===== src/rtl/vga_sprite_renderer.sv =====
`timescale 1ns/1ps
// -----------------------------------------------------------------------------
// vga_sprite_renderer
//   Pixel-domain sprite stage. Captures the four sprite register words into a
//   shadow set and copies them all at once to the active set outside active
//   video. During horizontal blank it fetches the bitmap row for the next line,
//   then overlays a 16x16 single-colour sprite on the background pixel stream.
//   The fixed latency from h_cnt/bg_rgb to pix_rgb is 2 cycles.
//
// Ports
//   px_clk       pixel clock
//   rst          synchronous, active-high reset
//   reg_data     sprite register word
//   en[3:0]      load strobes: [0]=X, [1]=Y, [2]=colour, [3]=control
//   h_cnt/v_cnt  current pixel / line count
//   video_on     active-video qualifier for h_cnt/v_cnt
//   bg_rgb       background pixel, aligned with h_cnt
//   bitmap_data  bitmap ROM row word, valid 1 cycle after bitmap_addr
//   bitmap_addr  {index[3:0], row[3:0]} to the bitmap ROM
//   pix_rgb      composited pixel, 0 outside active video
//   sprite_hit   high when the sprite pixel is drawn
//   video_on_d   video_on delayed to line up with pix_rgb
//
// Fetch FSM
//   state   | meaning
//   IDLE    | waiting for h_cnt to reach the first blank pixel
//   CALC    | compute next-line row, issue ROM address or drop the line
//   WAIT    | ROM read latency
//   LATCH   | capture the row word into line_buf, mark line valid
// -----------------------------------------------------------------------------
module vga_sprite_renderer #(
  parameter int DATA_WIDTH = 16,
  parameter int H_WIDTH    = 10,
  parameter int V_WIDTH    = 10,
  parameter int H_FETCH    = 640,
  parameter int V_TOTAL    = 525
) (
  input  logic                  px_clk,
  input  logic                  rst,
  input  logic [DATA_WIDTH-1:0] reg_data,
  input  logic [3:0]            en,
  input  logic [H_WIDTH-1:0]    h_cnt,
  input  logic [V_WIDTH-1:0]    v_cnt,
  input  logic                  video_on,
  input  logic [11:0]           bg_rgb,
  input  logic [DATA_WIDTH-1:0] bitmap_data,
  output logic [7:0]            bitmap_addr,
  output logic [11:0]           pix_rgb,
  output logic                  sprite_hit,
  output logic                  video_on_d
);

  localparam logic [H_WIDTH-1:0] H_FETCH_C = H_WIDTH'(H_FETCH);
  localparam logic [V_WIDTH-1:0] V_LAST    = V_WIDTH'(V_TOTAL - 1);

  typedef enum logic [1:0] {
    S_IDLE  = 2'd0,
    S_CALC  = 2'd1,
    S_WAIT  = 2'd2,
    S_LATCH = 2'd3
  } fetch_state_t;

  // Shadow set (written by en strobes) and active set (used for drawing)
  logic [H_WIDTH-1:0] sh_x,      act_x;
  logic [V_WIDTH-1:0] sh_y,      act_y;
  logic [11:0]        sh_colour, act_colour;
  logic               sh_enable, act_enable;
  logic               sh_hflip,  act_hflip;
  logic               sh_vflip,  act_vflip;
  logic [3:0]         sh_index,  act_index;
  logic               commit_pending;
  logic               commit;

  fetch_state_t       state_q, state_d;
  logic               addr_load, buf_load, line_clear;
  logic [15:0]        line_buf;
  logic               line_valid;

  logic [V_WIDTH-1:0] next_line;
  logic [V_WIDTH:0]   row_diff;
  logic               row_in_range;
  logic               fetch_hit;
  logic [3:0]         row_sel;

  logic [H_WIDTH:0]   col_diff;
  logic               col_in_range;
  logic               px_bit;
  logic               hit1;

  logic               s1_hit, s1_von;
  logic [11:0]        s1_colour, s1_bg;

  // Register bits with no function in this block
  logic               unused_reg_bits;
  assign unused_reg_bits = ^{reg_data[DATA_WIDTH-1:12], reg_data[3]};

  // ---------------------------------------------------------------------------
  // Register capture and atomic commit. The active set samples the shadow
  // before any same-cycle load, so a word landing on the commit cycle waits
  // for the next commit. A control write on the commit cycle re-arms
  // commit_pending so that word is not lost.
  // ---------------------------------------------------------------------------
  assign commit = commit_pending & ~video_on;

  always_ff @(posedge px_clk) begin
    if (rst) begin
      sh_x           <= '0;
      sh_y           <= '0;
      sh_colour      <= '0;
      sh_enable      <= 1'b0;
      sh_hflip       <= 1'b0;
      sh_vflip       <= 1'b0;
      sh_index       <= '0;
      act_x          <= '0;
      act_y          <= '0;
      act_colour     <= '0;
      act_enable     <= 1'b0;
      act_hflip      <= 1'b0;
      act_vflip      <= 1'b0;
      act_index      <= '0;
      commit_pending <= 1'b0;
    end else begin
      if (commit) begin
        act_x      <= sh_x;
        act_y      <= sh_y;
        act_colour <= sh_colour;
        act_enable <= sh_enable;
        act_hflip  <= sh_hflip;
        act_vflip  <= sh_vflip;
        act_index  <= sh_index;
      end
      if (en[0]) sh_x      <= reg_data[H_WIDTH-1:0];
      if (en[1]) sh_y      <= reg_data[V_WIDTH-1:0];
      if (en[2]) sh_colour <= reg_data[11:0];
      if (en[3]) begin
        sh_enable <= reg_data[0];
        sh_hflip  <= reg_data[1];
        sh_vflip  <= reg_data[2];
        sh_index  <= reg_data[7:4];
      end
      if (en[3])       commit_pending <= 1'b1;
      else if (commit) commit_pending <= 1'b0;
    end
  end

  // ---------------------------------------------------------------------------
  // Per-line bitmap fetch for the line after v_cnt. The subtraction is one bit
  // wider than v_cnt so lines above the sprite show up as a set MSB; the row is
  // in range only when every bit above bit 3 is clear.
  // ---------------------------------------------------------------------------
  assign next_line    = (v_cnt == V_LAST) ? '0 : v_cnt + V_WIDTH'(1);
  assign row_diff     = {1'b0, next_line} - {1'b0, act_y};
  assign row_in_range = (row_diff[V_WIDTH:4] == '0);
  assign fetch_hit    = act_enable & row_in_range;
  assign row_sel      = act_vflip ? ~row_diff[3:0] : row_diff[3:0];

  always_ff @(posedge px_clk) begin
    if (rst) state_q <= S_IDLE;
    else     state_q <= state_d;
  end

  always_comb begin
    state_d    = state_q;
    addr_load  = 1'b0;
    buf_load   = 1'b0;
    line_clear = 1'b0;
    case (state_q)
      S_IDLE: begin
        if (h_cnt == H_FETCH_C) state_d = S_CALC;
      end
      S_CALC: begin
        if (fetch_hit) begin
          addr_load = 1'b1;
          state_d   = S_WAIT;
        end else begin
          line_clear = 1'b1;
          state_d    = S_IDLE;
        end
      end
      S_WAIT: begin
        state_d = S_LATCH;
      end
      S_LATCH: begin
        buf_load = 1'b1;
        state_d  = S_IDLE;
      end
      default: begin
        state_d = S_IDLE;
      end
    endcase
  end

  always_ff @(posedge px_clk) begin
    if (rst) begin
      bitmap_addr <= '0;
      line_buf    <= '0;
      line_valid  <= 1'b0;
    end else begin
      if (addr_load) bitmap_addr <= {act_index, row_sel};
      if (line_clear) line_valid <= 1'b0;
      if (buf_load) begin
        line_buf   <= bitmap_data[15:0];
        line_valid <= 1'b1;
      end
    end
  end

  // ---------------------------------------------------------------------------
  // Pixel pipeline. Bit 15 of the row word is the leftmost pixel; hflip reads
  // the word from the other end. ~col[3:0] is 15-col.
  // ---------------------------------------------------------------------------
  assign col_diff     = {1'b0, h_cnt} - {1'b0, act_x};
  assign col_in_range = (col_diff[H_WIDTH:4] == '0);
  assign px_bit       = act_hflip ? line_buf[col_diff[3:0]] : line_buf[~col_diff[3:0]];
  assign hit1         = video_on & line_valid & col_in_range & px_bit;

  always_ff @(posedge px_clk) begin
    if (rst) begin
      s1_hit     <= 1'b0;
      s1_von     <= 1'b0;
      s1_colour  <= '0;
      s1_bg      <= '0;
      pix_rgb    <= '0;
      sprite_hit <= 1'b0;
      video_on_d <= 1'b0;
    end else begin
      s1_hit     <= hit1;
      s1_von     <= video_on;
      s1_colour  <= act_colour;
      s1_bg      <= bg_rgb;
      pix_rgb    <= !s1_von ? 12'h000 : (s1_hit ? s1_colour : s1_bg);
      sprite_hit <= s1_hit & s1_von;
      video_on_d <= s1_von;
    end
  end

endmodule

===== config.mk =====
export PLATFORM = sky130hd
export DESIGN_NAME = vga_sprite_renderer
export DESIGN_NICKNAME = d
export VERILOG_FILES = /design/src/rtl/vga_sprite_renderer.sv
export SDC_FILE = /design/constraint.sdc
export NUM_CORES = 1
export LEC_CHECK = 0
export BUFFER_PORTS_ARGS = -buffer_cell sky130_fd_sc_hd__buf_2
export CORE_AREA = 10 10 119 121
export DETAILED_ROUTE_END_ITERATION = 8
export DIE_AREA = 0 0 129 131
export GPL_ROUTABILITY_DRIVEN = 0
export PLACE_DENSITY = 0.78
export SLEW_MARGIN = 15
export SYNTH_ARGS = -nofsm -noshare
export SYNTH_HDL_FRONTEND = slang
export SYNTH_SLANG_ARGS = --single-unit

===== constraint.sdc =====
create_clock -name px_clk -period 9.15 [get_ports px_clk]
set_input_delay 0.4575 -clock px_clk [delete_from_list [all_inputs] [get_ports px_clk]]
set_output_delay 0.4575 -clock px_clk [all_outputs]
set_load 0.05 [all_outputs]

==> flow_summary.json <==
{
  "cts-root-to-sink-buffers": 2,
  "clock_skew_ps": 7.177,
  "clock_tree.root_cell": "sky130_fd_sc_hd__clkbuf_16",
  "ctsHtreeMaxLevel": 4,
  "cap_violations": 0,
  "core_area_sq_um": 11810,
  "netlist_instances": 698,
  "post_layout_nets": 867,
  "clk_transition_reported_paths_ps": 60,
  "report.final.hold_viol_count": 0,
  "ys.flop_type": "sky130_fd_sc_hd__dfxtp_1",
  "detailed_place.area_sq_um": 6844,
  "final_layout_size_suffix_gt1_frac": 0.1860,
  "route.detailed.vias_per_inst": 5.330,
  "first_global_vias": 4975,
  "total_of_flip_flops_plus_latches_after_synthesis": 146,
  "max_slew_margin": 0.4924,
  "die-height_microns": 131,
  "fin_setup_tns_ps": 0,
  "post_cts_resize_count": 0,
  "final_cell_area_excluding_filler_cells_sq_um": 7435,
  "path_class": "in2reg",
  "finalCoreUtilization": 0.6294,
  "portBuffers": 88,
  "pwr-share-comb": 0.093,
  "cts_made_buffers": 17,
  "timing.critical_path.required_ps": 9460,
  "post-route-period-util": 0.3706,
  "final-max-slew-violation-count": 0,
  "clock_latency_ps": 420,
  "post_cts_buffers": 0,
  "numClockSinks": 146,
  "synthesis.area_per_instance_sq_um": 9.065,
  "final_routed_drc_violation_total": 0,
  "hpwl_microns": 10350,
  "power.static_leakage_nw": 3.011,
  "run_status": "completed",
  "cp_max_fo": 6,
  "track_usage": 0.1725,
  "die_w_microns": 129,
  "power.share.sequential": 0.450,
  "num_antenna_cells": 0,
  "synth_enable_flop_cells": 0,
  "switchingPower_w": 0.0003488,
  "clockPowerShare": 0.457,
  "initial_utilization": 0.5357,
  "grt_first_pass_wirelength_microns": 23130,
  "yosysWarnings": 0,
  "first_pass_iters": 5,
  "timing.critical_path.to_type": "register",
  "synth_nets": 793,
  "final_setup_violating_endpoints": 0,
  "tritoncts_clock_tree": "built",
  "startpoint_type": "input pin",
  "num_io_pins": 93,
  "layout_min_cycle_time_ps": 3391,
  "detail-route-antenna-nets": 0,
  "rsz0062_at_grt": "no",
  "wl_per_cell_microns": 15.18,
  "vias": 4968,
  "overflow": 0,
  "cts.hold.buffers_added": 0,
  "internal_power_w": 0.001124,
  "synth_cell_types": 45,
  "route.final.wire_length_microns": 14150,
  "syn-cell-area_sq_um": 6327,
  "seq_area_frac_synth": 0.4619,
  "synthToLayoutAreaGrowth_pct": 17.50,
  "timing_worst_slew_pin_value_ps": 754.4,
  "cp.arrival_ps": 3700,
  "max_clock_freq_mhz": 294.9,
  "std_cell_rows": 40,
  "ys_async_sr_fraction": 0,
  "pin_count_of_the_biggest_net_entering_global_routing": 77,
  "worst_ir_drop_vdd_v": 0.0002255,
  "first_iter_violations": 315,
  "hold_path.class": "in2reg",
  "power.density_cell_area_nw_per_um2": 198.2,
  "dieArea_sq_um": 16900,
  "grt_antenna_before_repair": 0,
  "power_switching_share": 0.2368
}
path summary, 6_finish.rpt:
check,from,to,slack [ps],cells after the start
min reg2reg,act_colour[2],act_colour[2],450,2
max,v_cnt[2],bitmap_addr[1],5760,13
max reg2reg,act_x[0],s1_hit,6450,7
min,bg_rgb[8],s1_bg[8],250,2
kinds of logic (layout without fill, tap and decap cells):
logic type	after synthesis	count (layout)	synth area share
and+or+nand+nor	271	271	0.1926
xor gates and xnor gates	22	22	0.03045
AOI/OAI and AO/OA	96	96	0.09077
muxes	72	72	0.1347
buffers and inverters	67	154	0.03975
DFF	146	146	0.4619
adders and majority gates	24	24	0.04983
power by group through the flow:
stage / combinational (W) / clock [W] / sequential (W)
6_report: 0.000137 / 0.000674 / 0.000663
5_1_grt: 0.000152 / 0.000710 / 0.000665
4_1_cts: 0.000136 / 0.000684 / 0.000663
3_5_place_dp: 0.000135 / 0 / 0.000676
3_3_place_gp: 0.000129 / 0 / 0.000676
2_1_floorplan: 0.0000930 / 0 / 0.000677
placed cells by master (no fill, tap or decap), types with 4 or more instances in the layout:
| master | count |
|---|---|
| sky130_fd_sc_hd__mux2i_1 | 57 |
| sky130_fd_sc_hd__nand4_1 | 4 |
| sky130_fd_sc_hd__dfxtp_1 | 146 |
| sky130_fd_sc_hd__nor2_1 | 76 |
| sky130_fd_sc_hd__o21a_1 | 4 |
| sky130_fd_sc_hd__clkbuf_16 | 17 |
| sky130_fd_sc_hd__nand2_1 | 120 |
| sky130_fd_sc_hd__a21oi_1 | 67 |
| sky130_fd_sc_hd__nor3_1 | 4 |
| sky130_fd_sc_hd__ha_1 | 22 |
| sky130_fd_sc_hd__mux4_2 | 10 |
| sky130_fd_sc_hd__nor2b_1 | 34 |
| sky130_fd_sc_hd__nand3_1 | 6 |
| sky130_fd_sc_hd__xor2_1 | 9 |
| sky130_fd_sc_hd__clkbuf_8 | 5 |
| sky130_fd_sc_hd__mux2_2 | 5 |
| sky130_fd_sc_hd__inv_1 | 31 |
| sky130_fd_sc_hd__xnor2_1 | 13 |
| sky130_fd_sc_hd__buf_2 | 87 |
| sky130_fd_sc_hd__nand2b_1 | 11 |
| sky130_fd_sc_hd__buf_4 | 4 |
cells in the mapped netlist (all sizes together) (4+ instances only):
library cell | n | area [sq um]
ha | 22 | 275.3
mux4 | 10 | 225.2
mux2 | 5 | 56.30
inv | 31 | 116.4
clkbuf | 33 | 123.9
nand3 | 6 | 30.03
o21a | 4 | 30.03
nor3 | 5 | 36.29
nand2b | 12 | 82.58
nand4 | 4 | 25.02
dfxtp | 146 | 2923
xor2 | 9 | 78.83
nor2b | 35 | 219.0
nor2 | 76 | 285.3
a21oi | 68 | 344.1
mux2i | 57 | 570.6
nand2 | 120 | 450.4
o21ai | 5 | 28.77
xnor2 | 13 | 113.9
per-layer routing:
layer	GRT usage	vias to the layer above	share of wire
met5	0	-	0
met4	0.06756	0	0.015
met3	0.05923	20	0.065
met2	0.2828	130	0.47
met1	0.2046	2339	0.45
li1	-	2479	-
area by class of cell:
class	instances	area, sq um
Fill cell	980	4377
Multi-Input combinational cell	485	3156
Sequential cell	146	2923
Clock buffer	23	498.0
Timing Repair Buffer	91	465.4
Tap cell	147	183.9
Inverter	31	116.4
Clock inverter	9	92.59
stage by stage:
step | worst slack [ps] | hold WS (ps) | power [W] | cells
floorplan | 5918 | 431.2 | 0.0007704 | 698
global placement | 5484 | 435.9 | 0.0008043 | 900
detailed placement | 5324 | 441.7 | 0.0008116 | 900
CTS | 5765 | 233.4 | 0.001483 | 932
global route | 5482 | 232.0 | 0.001526 | 932
finish | 5759 | 246.4 | 0.001473 | 932
critical path, stage by stage:
cell and delay, ps:
sky130_fd_sc_hd__buf_2 100, sky130_fd_sc_hd__and2_1 220, sky130_fd_sc_hd__nand4_1 130, sky130_fd_sc_hd__nor4_1 580, sky130_fd_sc_hd__nor2b_1 150, sky130_fd_sc_hd__ha_1 300, sky130_fd_sc_hd__nor2b_1 140, sky130_fd_sc_hd__o2111ai_1 270
sky130_fd_sc_hd__a31oi_1 180, sky130_fd_sc_hd__o21a_1 200, sky130_fd_sc_hd__o211a_1 280, sky130_fd_sc_hd__o2111ai_4 300, sky130_fd_sc_hd__mux2_2 380
registers in the layout (all words and copies together) (netlist names), 8 cells and up, named ones only:
| register | cells |
|---|---|
| pix_rgb | 12 |
| s1_colour | 12 |
| s1_bg | 12 |
| line_buf | 16 |
| sh_x | 10 |
| sh_colour | 12 |
| act_colour | 12 |
| act_x | 10 |
| sh_y | 10 |
| act_y | 10 |
| bitmap_addr | 8 |
(Power assumes the default switching activity.)
